==> config.mk <==
export PLATFORM = sky130hd
export DESIGN_NAME = br_cycle_sequencer
export DESIGN_NICKNAME = d
export VERILOG_FILES = /design/src/rtl/br_seq_pkg.sv /design/src/rtl/br_check.sv /design/src/rtl/br_cycle_sequencer.sv
export SDC_FILE = /design/constraint.sdc
export NUM_CORES = 1
export LEC_CHECK = 0
export ABC_AREA = 1
export CORE_ASPECT_RATIO = 0.7
export CORE_MARGIN = 2
export CORE_UTILIZATION = 49
export DETAILED_ROUTE_END_ITERATION = 10
export GPL_TIMING_DRIVEN = 0
export PLACE_DENSITY = 0.81
export SLEW_MARGIN = 20
export SYNTH_ARGS = -nofsm -noshare
export SYNTH_HDL_FRONTEND = slang
export SYNTH_HIERARCHICAL = 1
export SYNTH_SLANG_ARGS = --single-unit
==> constraint.sdc <==
create_clock -name CLK -period 1.8 [get_ports CLK]
set_clock_uncertainty 0.1 [all_clocks]
set_input_delay 0.27 -clock CLK [delete_from_list [all_inputs] [get_ports CLK]]
set_output_delay 0.27 -clock CLK [all_outputs]
set_load 0.01 [all_outputs]
==> src/rtl/br_seq_pkg.sv <==
`default_nettype none
// ------------------------------------------------------------------
// br_seq_pkg : state type, widths and odd-parity helper.  Rev 1.0
// ------------------------------------------------------------------
package br_seq_pkg;

  localparam int SYL_W       = 14;
  localparam int PAR_BIT     = 14;
  localparam int SENSE_CNT_W = 4;

  typedef enum logic [2:0] {
    ST_IDLE  = 3'd0,
    ST_CLEAR = 3'd1,
    ST_SENSE = 3'd2,
    ST_XFER  = 3'd3,
    ST_CHECK = 3'd4,
    ST_DONE  = 3'd5
  } state_t;

  // Odd parity over the low PAR_BIT bits: a word is good when the XOR is 1.
  function automatic logic odd_par_ok(input logic [SYL_W-1:0] v);
    return ^v[PAR_BIT-1:0];
  endfunction

endpackage
`default_nettype wire

==> src/rtl/br_check.sv <==
`default_nettype none
// ------------------------------------------------------------------
// br_check : parity check, channel compare and syllable select.  Rev 1.0
// ------------------------------------------------------------------
module br_check
  import br_seq_pkg::*;
(
  input  logic             i_duplex,
  input  logic [SYL_W-1:0] i_bra,
  input  logic [SYL_W-1:0] i_brb,
  output logic [SYL_W-1:0] o_syl,
  output logic             o_perra,
  output logic             o_perrb,
  output logic             o_disagree
);

  logic w_good_a;
  logic w_good_b;

  always_comb begin
    w_good_a   = odd_par_ok(i_bra);
    w_good_b   = odd_par_ok(i_brb);
    o_perra    = ~w_good_a;
    o_perrb    = i_duplex & ~w_good_b;
    o_disagree = i_duplex & w_good_a & w_good_b & (i_bra != i_brb);
    // B is used only to cover a bad A; with both bad, A is returned flagged.
    o_syl      = (i_duplex && !w_good_a && w_good_b) ? i_brb : i_bra;
  end

endmodule
`default_nettype wire

==> src/rtl/br_cycle_sequencer.sv <==
`default_nettype none
// ------------------------------------------------------------------
// br_cycle_sequencer : clear/strobe/set/check sequencing of buffer regs A/B.
// BR_DUPLEX_COMPARE_EN selects duplex (A+B) vs simplex (A only).  Rev 1.0
// ------------------------------------------------------------------
module br_cycle_sequencer
  import br_seq_pkg::*;
#(
  parameter int SENSE_CYC = 2
)
(
  input  logic             CLK,
  input  logic             RSTN,
  input  logic             REQ,
  input  logic             WR,
  input  logic [1:0]       MPAIR,
  input  logic [SYL_W-1:0] BRA,
  input  logic [SYL_W-1:0] BRB,
  output logic             A1CBRVN,
  output logic             A2CBRVN,
  output logic             A1SBRXV,
  output logic             A2SBRXV,
  output logic [7:0]       MSTRB,
  output logic             BUSY,
  output logic             ACK,
  output logic [SYL_W-1:0] DOUT,
  output logic             PERRA,
  output logic             PERRB,
  output logic             DISAGREE
);

`ifdef BR_DUPLEX_COMPARE_EN
  localparam logic DUPLEX_EN = 1'b1;
`else
  localparam logic DUPLEX_EN = 1'b0;
`endif

  localparam logic [SENSE_CNT_W-1:0] CNT_LOAD = SENSE_CNT_W'(SENSE_CYC);
  localparam logic [SENSE_CNT_W-1:0] CNT_ONE  = SENSE_CNT_W'(1);

  state_t                 r_state;
  state_t                 w_state_nxt;
  logic [SENSE_CNT_W-1:0] r_cnt;
  logic [SENSE_CNT_W-1:0] w_cnt_nxt;
  logic                   r_wr;
  logic [1:0]             r_pair;
  logic                   r_hold;
  logic                   w_accept;
  logic                   w_clr_n;
  logic [SYL_W-1:0]       r_dout;
  logic                   r_perra;
  logic                   r_perrb;
  logic                   r_dis;
  logic [SYL_W-1:0]       w_syl;
  logic                   w_perra;
  logic                   w_perrb;
  logic                   w_dis;

  br_check u_check (
    .i_duplex   (DUPLEX_EN),
    .i_bra      (BRA),
    .i_brb      (BRB),
    .o_syl      (w_syl),
    .o_perra    (w_perra),
    .o_perrb    (w_perrb),
    .o_disagree (w_dis)
  );

  always_ff @(posedge CLK) begin
    if (!RSTN) begin
      r_state <= ST_IDLE;
      r_cnt   <= '0;
      r_wr    <= 1'b0;
      r_pair  <= 2'd0;
      r_hold  <= 1'b0;
      r_dout  <= '0;
      r_perra <= 1'b0;
      r_perrb <= 1'b0;
      r_dis   <= 1'b0;
    end else begin
      r_state <= w_state_nxt;
      r_cnt   <= w_cnt_nxt;
      // Keeps BUSY up for the idle cycle that follows ACK.
      r_hold  <= (r_state == ST_DONE);
      if (w_accept) begin
        r_wr   <= WR;
        r_pair <= MPAIR;
      end
      if (r_state == ST_CHECK) begin
        r_dout  <= w_syl;
        r_perra <= w_perra;
        r_perrb <= w_perrb;
        r_dis   <= w_dis;
      end
    end
  end

  always_comb begin
    w_state_nxt = r_state;
    w_cnt_nxt   = r_cnt;
    w_accept    = 1'b0;
    w_clr_n     = 1'b1;
    A1SBRXV     = 1'b0;
    A2SBRXV     = 1'b0;
    MSTRB       = 8'h00;
    ACK         = 1'b0;
    case (r_state)
      ST_IDLE: begin
        if (REQ && !r_hold) begin
          w_accept    = 1'b1;
          w_state_nxt = ST_CLEAR;
        end
      end
      ST_CLEAR: begin
        w_clr_n = 1'b0;
        if (r_wr) begin
          w_state_nxt = ST_XFER;
        end else begin
          w_state_nxt = ST_SENSE;
          w_cnt_nxt   = CNT_LOAD;
        end
      end
      ST_SENSE: begin
        MSTRB[{r_pair, 1'b0}] = 1'b1;
        MSTRB[{r_pair, 1'b1}] = DUPLEX_EN;
        if (r_cnt <= CNT_ONE) begin
          w_state_nxt = ST_CHECK;
          w_cnt_nxt   = '0;
        end else begin
          w_cnt_nxt   = r_cnt - CNT_ONE;
        end
      end
      ST_XFER: begin
        A1SBRXV     = 1'b1;
        A2SBRXV     = DUPLEX_EN;
        w_state_nxt = ST_CHECK;
      end
      ST_CHECK: w_state_nxt = ST_DONE;
      ST_DONE: begin
        ACK         = 1'b1;
        w_state_nxt = ST_IDLE;
      end
      default: w_state_nxt = ST_IDLE;
    endcase
  end

  assign A1CBRVN  = w_clr_n;
  assign BUSY     = (r_state != ST_IDLE) || r_hold;
  assign DOUT     = r_dout;
  assign PERRA    = r_perra;
  assign PERRB    = r_perrb;
  assign DISAGREE = r_dis;

`ifdef BR_DUPLEX_COMPARE_EN
  assign A2CBRVN = w_clr_n;
`else
  // Simplex: register B is held cleared from the first cycle out of reset.
  logic r_run;
  always_ff @(posedge CLK) begin
    if (!RSTN) r_run <= 1'b0;
    else       r_run <= 1'b1;
  end
  assign A2CBRVN = ~r_run;
`endif

endmodule
`default_nettype wire

# Word-level counts from Yosys, hierarchy flattened
# Cells that the tools add are included.
op_classes:
  addsub: 1
  magnitude_cmp: 5
  n_eq_ne: 8
  n_mux: 18
  bitwise_logic: 4
  n_reduce_logical: 11
ops:
  columns: ["op", "count"]
  rows:
  - ["$pmux 3 s5", 1]
  - ["$reduce_xor 14->1", 1]
  - ["$mux 1", 9]
  - ["$and 7x8->8", 1]
  - ["$lt 3x4->1 const B", 2]
  - ["$mux 4", 2]
  - ["$mux 8", 1]
  - ["$not 8->8", 1]
  - ["$pmux 4 s2", 1]
  - ["$eq 3x2->1 const B", 2]
  - ["$eq 3x3->1 const B", 2]
  - ["$ge 3x1->1 const B", 2]
  - ["$mux 3", 2]
  - ["$ne 2x2->1 const B", 3]
  - ["$demux 1 s2", 2]
  - ["$le 4x1->1 const B", 1]
  - ["$reduce_and 2->1", 2]
  - ["$sub 4x1->4 const B", 1]
  - ["$eq 3x1->1 const B", 1]
  - ["$logic_and 1x1->1", 3]
  - ["$logic_not 3->1", 1]
  - ["$reduce_bool 3->1", 1]
  - ["$not 1->1", 2]
  - ["$reduce_bool 2->1", 1]
  - ["other kinds (2)", 2]
word_totals:
  regBits: 27
  wordCells: 55

# Longest topological paths before layout
logic_depth:
  ltp_word: 7
  ltp_mapped: 16
  ltp_nobuf: 15

# Hierarchy
# Netlist, hierarchy kept.
modules_own_cells:
  columns: ["mod", "instances", "cells_each", "area_per_inst_um2", "seq_area_each_um2"]
  rows:
  - ["br_cycle_sequencer", 1, 170, 1313.8, 580.6]
  - ["br_check", 1, 214, 1018.5, 0.0]

# Least setup slack after synthesis
# OpenSTA, ideal clock, no wires.
synth_timing:
  kind: "input to register"
  from: "in BRA[9]"
  to: "reg r_perra, in the netlist PERRA"
  t_arrival_ps: 1144
  required_ps: 1584
  setup_slack_ps: 441
  stages: 13
  path_buffers: 1
  cell_sequence: "nand2_1 -> inv_1 -> nor2_1 -> nand2_1 -> nand2_1 -> nand2_1 -> nand2_1 -> inv_1 -> nand2_2 -> nand2_4 -> buf_6 -> nor2_1 -> nor2_1"
synth_between:
  elab_chain_len: 2
synth_lines:
  columns: ["item", "line", "source"]
  rows:
  - ["start, declared", "br_cycle_sequencer.sv:17", "input logic [SYL_W-1:0] BRA,"]
  - ["$reduce_xor 14->1", "br_seq_pkg.sv:22", "return ^v[PAR_BIT-1:0];"]
  - ["$not 1->1", "br_check.sv:23", "o_perra = ~w_good_a;"]
  - ["named net w_perra", "br_cycle_sequencer.sv:55", "logic w_perra;"]
  - ["end signal, assigned", "br_cycle_sequencer.sv:91", "r_perra <= w_perra;"]
  - ["end, declared", "br_cycle_sequencer.sv:51", "logic r_perra;"]
# The timed path passes the listed nets, and every way through them passes these cells.
# A chain may end at the register's enable or synchronous reset.

# Final worst setup path
layout_timing:
  from: "in BRA[1]"
  to: "reg r_perra, in the netlist PERRA"
# The elaborated chain is that of the path after synthesis.

==> results.toml <==
[floorplan]
core-area_um2 = 4454
die_area_um2 = 5336
row_count = 20
die_h_um = 61.72
die_w_um = 86.46
ioPinCount = 65
initial_core_util_pct = 52.36

[grt]
track_usage_pct = 24.39
antenna_found_initial = 0
grt_pass1_vias = 2233
grt_pass1_wl_um = 10090
grt_max_degree = 11
grt_overflow = 0

[timing]
setup_violations = 0
report.final.slew_viol_count = 0
fin_crit_ns = 1.731
rsz0062_at_grt = "yes"
fin_ws_ns = 0.06915
fin_crit_sh_pct = 96.16
hold_violations = 0
fmax_mhz = 577.8

[worst_setup_path]
crit_path_start_kind = "input port"
setup.worst_path.end_class = "register"
critPathMaxFanout = 10
worstPathRequired_ns = 1.88
path_class = "input port to register"
reg2regPathDepth = 6
arrival_ns = 1.81

[worst_hold_path]
whs_path_depth = 5
hp-class = "input port to register"

[layout]
layout.cells.most_common = "nand2_1"
fill_cells = 406
diodes = 0
utilization_pct = 70.08
most-common-layout-cells = "nand2_1, nor2_1, clkdlybuf4s50_1"
stdcell_area_um2 = 3122
drive_above_1_share_pct = 13.38
final_cells = 511
area_growth_syn_to_layout_pct = 33.85
nNetsFinal = 491

[synth]
yosysWarnings = 6
syn_avg_cell_area_um2 = 6.074
synth.distinct_cells = 31
synth_top_area_share_pct = 24.89
synth_top_area_cell = "dfxtp_1"
ys_seq_elements = 29
syn_area_um2 = 2332
synth.area.top_cells = "dfxtp_1, nand2_1, nor2_1, inv_1, nand4_1"
ys_seq_area_share_pct = 24.89
synthCells = 384

[placed_design]
dp_hpwl_um = 4835
dp_cells = 503
place_ws_ns = -0.2713
place_area_um2 = 3010
portBuffers = 59
routabilityCongestion = 0.8544

[cts]
htree_levels = 2
postCtsHoldBufs = 0
cts_root_buf = "clkbuf_8"
cts_buffer_depth = 2
cts_buffers = 5
clock_latency_ns = 0.29
cts_tree = "built"
cts_sinks = 29
clkTransAtPathRegs_ns = 0.06

[detailed_routing]
firstDrtPassIters = 4
drc_errors = 0
wl_per_cell_um = 12.17
drt_iter0_markers = 113
num_vias = 2530
wirelength_um = 6221
antenna_left = 0
vias_per_cell = 4.951

[job]
cap_violations = 0

[outcome]
status = "finished clean"

[pwr]
p_leak_uw = 0.001625
ir_worst_vdd_v = 0.0004932
p_per_area_nw_per_um2 = 725.7
[kinds of logic after synthesis]
logic type	count (synthesis)	synth area share (%)
compound gates	30	6.491
xor+xnor	18	6.760
fa+ha+maj	2	1.073
buf+inv	55	11.69
flops	29	24.89
other cells	1	0.1608
simple gates	249	48.93
[layer usage]
layer	global-route usage (%)	wire [um]	vias to the layer above
met5	0	0	-
met4	6.250	24	0
met3	5.416	356	4
met2	38.57	2743	60
met1	34.30	3096	1126
li1	-	-	1340
[Yosys cell counts (all sizes together)]
| library cell | n |
|---|---|
| inv | 40 |
| or2 | 4 |
| nor3 | 8 |
| dfxtp | 29 |
| xnor2 | 9 |
| clkbuf | 2 |
| nand3b | 1 |
| a21oi | 7 |
| xor2 | 9 |
| nor4 | 1 |
| buf | 13 |
| o21ai | 22 |
| nand3 | 14 |
| ha | 2 |
| nand4 | 17 |
| conb | 1 |
| nand2 | 142 |
| a31oi | 1 |
| nor2 | 62 |
[path summary, 6_finish.rpt]
check,slack [ns],end,start
max,0.07,PERRA,BRA[1]
min,0.38,DOUT[7],BRA[7]
max reg2reg,0.27,r_state[2],r_cnt[0]
min reg2reg,0.41,DOUT[7],DOUT[7]
[power breakdown]
part / switching, uW / internal [uW] / total, uW
clock: 263 / 345 / 608
combinational: 533 / 372 / 905
sequential: 48.8 / 704 / 753
total: 845 / 1420 / 2270
[per-stage QoR]
stage / setup TNS (ns) / hold WS [ns] / total power, uW
5_1_grt: -0.01678 / 0.4136 / 2404
3_5_place_dp: -0.3401 / 0.3891 / 1661
6_report: 0 / 0.3812 / 2266
4_1_cts: 0 / 0.4065 / 2259
2_1_floorplan: 0 / 0.1977 / 1344
3_3_place_gp: -0.2845 / 0.3832 / 1635
[registers in the layout, summed over array words and instances, names as in the netlist]
register  flops
DOUT         14
r_cnt         4
r_state       3
r_pair        2
DISAGREE      1
PERRA         1
PERRB         1
r_hold        1
r_run         1
r_wr          1
[what timing repair did]
action | CTS | global route
pin swaps | 0 | 2
resized for setup | 11 | 20
gates cloned | 0 | 0
endpoints found under the setup margin | 8 | 6
setup buffers | 0 | 0
[layout make-up]
class                   instances  area [um2]  area share [%]
repair buffers                 59       585.6           18.76
flip-flops and latches         29       583.1           18.68
plain buffers                  15       117.6           3.768
clock buffers                   7       96.34           3.086
clock inverters                 1       5.005          0.1603
well taps                      55       68.82           2.204
inverters                      40       157.7           5.050
multi-input cells             305        1508           48.30
[worst max-delay path: stages]
cell and delay, ns:
clkdlybuf4s50_1 0.57, xor2_1 0.21, nand2_1 0.08, nand2_1 0.09, nand2_2 0.07, nand3_2 0.10
nand2_4 0.10, buf_6 0.16, nor2_1 0.10, nor2_1 0.05
(Power assumes the default switching activity.)
==> RTL edit 1: new RTL, same settings <==
Re-encode `state_t` (6 states) as one-hot, 6 bits wide.
--- a/src/rtl/br_seq_pkg.sv
+++ b/src/rtl/br_seq_pkg.sv
@@ -10,9 +10,9 @@
 
-  typedef enum logic [2:0] {
-    ST_IDLE  = 3'd0,
-    ST_CLEAR = 3'd1,
-    ST_SENSE = 3'd2,
-    ST_XFER  = 3'd3,
-    ST_CHECK = 3'd4,
-    ST_DONE  = 3'd5
+  typedef enum logic [5:0] {
+    ST_IDLE  = 6'b000001,
+    ST_CLEAR = 6'b000010,
+    ST_SENSE = 6'b000100,
+    ST_XFER  = 6'b001000,
+    ST_CHECK = 6'b010000,
+    ST_DONE  = 6'b100000
   } state_t;
Formal check against the unedited RTL: no difference found for any inputs over 10 cycles, from zero or initial values and one cycle with RSTN low; not proved beyond that.
==> RTL edit 1 against the original RTL <==
- final cell count grew 9.0%
- power down 3.7%
- largest power group is now registers
- sequential cell count up 3
- routed wire length increased by 4.5%
- area after synthesis grew 6.5%
- combinational power decreased by 20%
- setup slack lost 0.031 ns
- design area increased by 8.7%
==> RTL edit 1: results (changes against the original RTL) <==
Power
  – Leakage power: 0.00173 uW (+6.2%)
  – Maximum vdd drop: 0.000370 V (-25%)

Yosys
  – Yosys cell types: 33 (+6.5%)
  – Primary FF master, synth: dfxtp_1
  – Synth top cells by count: nand2_1, nor2_1, inv_1, dfxtp_1, nand4_1
  – Synth top area cells: dfxtp_1, nand2_1, nor2_1, inv_1, nand4_1
  – Async SR Flop Fraction: 0% (unchanged)
  – Sequential share of the synthesized area: 25.8% (+0.90 points)
  – Synth warn: 6 (unchanged)

GRT
  – Gr usage total: 23.0% (-1.4 points)
  – Pin count of the biggest net entering global routing: 12 (+1)
  – Number of global-route vias before repair: 2349 (+5.2%)
  – Global-route wire length before repair: 10.2 mm (+1.2%)

Status
  – Outcome: complete, no violations

Place
  – Dpl hpwl: 4.92 mm (+1.8%)
  – Dpl cell area: 0.00318 mm2 (+5.6%)
  – GPL Wtd Cong: 0.843 (-1.3%)

Clock network
  – Register clock-pin slew on the reported worst setup and hold paths: 0.08 ns (+0.02 ns)
  – Root Driver: clkbuf_8
  – Max H-tree Level: 2 (unchanged)
  – Clk buf depth: 2 (unchanged)
  – CTS Buf Count: 5 (unchanged)

Detailed routing
  – Starting DRT DRC Count: 161 (+42%)
  – Final Routed Wirelength: 6.50 mm (+4.5%)
  – DR vias/cell: 4.95 (about the same)

Cells and area
  – Ant. Diodes: 0 (unchanged)
  – # fillers: 461 (+14%)
  – Max reg flops: 14 (unchanged)
  – Final net count: 523 (+6.5%)
  – Share of cells above drive strength 1: 13.7% (+0.35 points)

Worst setup path
  – Critical path arrival: 1.39 ns (-0.42 ns)
  – CP Max Fanout: 5 (-5)
  – R2R depth: 8 (+2)
[RTL edit 1: cell count changes after synthesis, sizes merged, moves of 2 or more]
cell	before	now
dfxtp	29	32
inv	40	46
nand2	142	149
nand3	14	16
nand4	17	23
nor3	8	11
o21ai	22	18
[RTL edit 1: cell type report]
class	instances	area (um2)	share of cell area [%]
multi-input cells	319	1590	46.9
repair buffers	67	656	19.3
flip-flops and latches	32	649	19.1
inverters	47	176	5.20
plain buffers	15	121	3.58
well taps	69	86.3	2.55
clock buffers	5	68.8	2.03
clock inverters	3	42.5	1.25
[RTL edit 1: per-stage QoR]
stage          setup WS, ns  total power, uW  TNS [ns]  std cells
2_1_floorplan         0.418             1230         0        413
3_3_place_gp         -0.260             1430    -0.721        541
3_5_place_dp         -0.307             1450    -0.824        541
4_1_cts            0.000485             2150         0        553
5_1_grt             -0.0208             2300   -0.0414        557
6_report             0.0381             2180         0        557
[RTL edit 1: worst max-delay path, stage by stage, from the launching register on]
cell	delay (ns)
dfxtp_4	0.37
nor2_4	0.17
buf_4	0.15
nand3_1	0.09
dlygate4sd2_1	0.30
[RTL edit 1: cell families after synthesis]
logic type,after synthesis,share of synthesized area (%)
AO/OA/AOI/OAI,25,5.44
XOR/XNOR,18,6.35
adder cells (fa/ha/maj),2,1.01
buffers and inverters,62,12.0
flip-flops,32,25.8
other,1,0.151
AND/OR/NAND/NOR,268,49.3
[RTL edit 1: worst paths after layout]
| kind | start | endpoint | slack (ns) |
|---|---|---|---|
| worst max register to register | r_cnt[0] | r_state[3] | 0.33 |
| worst max-delay path | r_state[4] | A1CBRVN | 0.04 |
| worst min-delay path | BRA[9] | DOUT[9] | 0.36 |
| worst min register to register | DOUT[5] | DOUT[5] | 0.38 |
[RTL edit 1: repair_timing]
item,in CTS,in global routing
resized for setup,23,25
setup endpoints to repair,8,9
pin swaps,3,3
hold buffers,0,0
setup buffers,4,4
[RTL edit 1: power breakdown]
group	internal (uW)	switching, uW	total (uW)	leakage [uW]
clock	409	287	696	0.0000541
sequential	733	28.2	762	0.000261
combinational	294	429	723	0.00141
[RTL edit 1: metal layers]
layer	part of all wire, %	up-vias	global-route usage [%]
met5	0	-	0
met4	1.4	0	6.53
met3	5.2	10	5.37
met2	45	90	37.0
met1	48	1228	30.5
li1	-	1428	-
==> RTL edit 2: new RTL, config.mk and constraints unchanged <==
Made on the original files. Build with the macro `BR_DUPLEX_COMPARE_EN` defined.
--- a/src/rtl/br_cycle_sequencer.sv
+++ b/src/rtl/br_cycle_sequencer.sv
@@ -5,2 +5,4 @@
 // ------------------------------------------------------------------
+`define BR_DUPLEX_COMPARE_EN
+
 module br_cycle_sequencer
Function: changed (a bounded check fails within 4 cycles, from zero or initial values and one cycle with RSTN low).
==> RTL edit 2 against the original RTL <==
- power shrank 7.0%
- routed wire length shrank 1.0%
- sequential share of layout area shrank 0.48 points
- clock power shrank 36%
- die area shrank 2.9%
- combinational power grew 8.5%
- design area is the same
- non-clock buffer count grew 16
- area after synthesis shrank 3.1%
- setup slack lost 0.045 ns
- sequential cell count shrank 1
- largest power group unchanged
==> RTL edit 2: results (changes against the original RTL) <==
Status
  – Outcome: complete, no violations

Place
  – PortBufs: 64 (+8.5%)
  – Dpl hpwl: 4.69 mm (-3.0%)
  – Post-Place Setup Slack: -0.612 ns (-0.341 ns)
  – GPL Wtd Cong: 0.896 (+4.9%)

Detailed routing
  – Via Count: 2625 (+3.8%)
  – Drt first pass iters: 4 (unchanged)
  – Final Routed Wirelength: 6.16 mm (-1.0%)
  – Starting DRT DRC Count: 224 (+98%)

Power
  – Int Power: 1300 uW (-8.5%)
  – Maximum vdd drop: 0.000376 V (-24%)
  – Leakage power: 0.00162 uW (-0.58%)

Clock network
  – Register clock-pin slew on the reported worst setup and hold paths: 0.09 ns (+0.03 ns)
  – CTS Buf Count: 3 (-2)
  – Max H-tree Level: 1 (-1)
  – Root Driver: clkbuf_8

Yosys
  – Sequential share of the synthesized area: 24.8% (-0.087 points)
  – Post-Syn Nets: 420
  – Primary FF master, synth: dfxtp_1
  – Synth top cells by count: nand2_1, nor2_1, inv_1, dfxtp_1, nand4_1
  – Synth top area cells: dfxtp_1, nand2_1, nor2_1, inv_1, nand4_1
  – Yosys cell types: 29 (-6.5%)

Worst setup path
  – Crit path largest cell delay: 0.38 ns (-0.19 ns)
  – FF-to-FF setup slack: 0.22 ns (-0.05 ns)
  – Critical path arrival: 1.41 ns (-0.40 ns)
  – Slowest cell on the critical path: dfxtp_4
  – CP top delay family: buffers and inverters
  – CP Max Fanout: 7 (-3)

GRT
  – Global-route wire length before repair: 9.65 mm (-4.4%)
  – Number of global-route vias before repair: 2244 (+0.49%)
  – Gr usage total: 22.9% (-1.5 points)
  – Pin count of the biggest net entering global routing: 16 (+5)

Worst hold path
  – HP Class: primary input to flop

Cells and area
  – Ant. Diodes: 0 (unchanged)
  – Share of cells above drive strength 1: 22.1% (+8.7 points)
  – Final net count: 499 (+1.6%)
  – Max reg flops: 14 (unchanged)
  – # fillers: 386 (-4.9%)

STA
  – Crit share post-route: 98.7% (+2.5 points)
[RTL edit 2: logic make-up after synthesis]
| group | after synthesis | share of synthesized area [%] |
|---|---|---|
| compound gates | 29 | 6.42 |
| xor+xnor | 18 | 6.98 |
| fa+ha+maj | 2 | 1.11 |
| buf+inv | 55 | 12.0 |
| flops | 28 | 24.8 |
| other cells | 1 | 0.166 |
| simple gates | 251 | 48.6 |
[RTL edit 2: path summary, 6_finish.rpt]
path,startpoint,to,cells past startpoint
worst max-delay path,r_state[2],MSTRB[7],6
worst min register to register,DOUT[3],DOUT[3],2
worst min-delay path,BRA[3],DOUT[3],5
worst max register to register,r_cnt[0],r_state[0],6
[RTL edit 2: power groups by stage]
stage / registers [uW] / clock network (uW) / logic (uW)
final: 738 / 387 / 982
after global routing: 746 / 419 / 1080
after CTS: 728 / 390 / 917
after detailed placement: 737 / 0 / 906
after global placement: 735 / 0 / 884
after floorplan: 742 / 0 / 568
[RTL edit 2: timing repair]
| action | CTS | global route |
|---|---|---|
| setup endpoints to repair | 31 | 20 |
| pin swaps | 7 | 12 |
| setup buffers | 4 | 6 |
| gates resized for setup | 60 | 75 |
| cloned | 0 | 0 |
[RTL edit 2: routing by layer]
metal	vias to the layer above	routed length, um	part of all wire, %	track usage (%)
met5	-	0	0	0
met4	0	74	1.2	2.95
met3	10	545	8.9	5.17
met2	103	2780	45	39.4
met1	1156	2760	45	30.8
li1	1356	-	-	-
[RTL edit 2: through the flow]
stage	std cells	total power, uW	util, %	cell area (um2)	hold slack, ns
after floorplan	384	1310	-	2260	0.306
after global placement	503	1620	67.8	2970	0.363
after detailed placement	503	1640	67.8	2970	0.377
after CTS	511	2030	70.0	3070	0.395
after global routing	517	2250	71.3	3120	0.355
final	517	2110	71.3	3120	0.329
[RTL edit 2: final cells by class]
cell class | instances | area share [%]
Multi-Input combinational cell | 301 | 49.6
Timing Repair Buffer | 74 | 19.3
Sequential cell | 28 | 18.2
Inverter | 39 | 5.01
Buffer | 16 | 3.93
Tap cell | 55 | 2.20
Clock buffer | 4 | 1.76
[RTL edit 2: tightest hold or removal path, cell delays in order]
cell	delay [ns]
clkbuf_2	0.15
nand2_1	0.08
nand2_1	0.06
o21ai_1	0.05
nor2_1	0.07
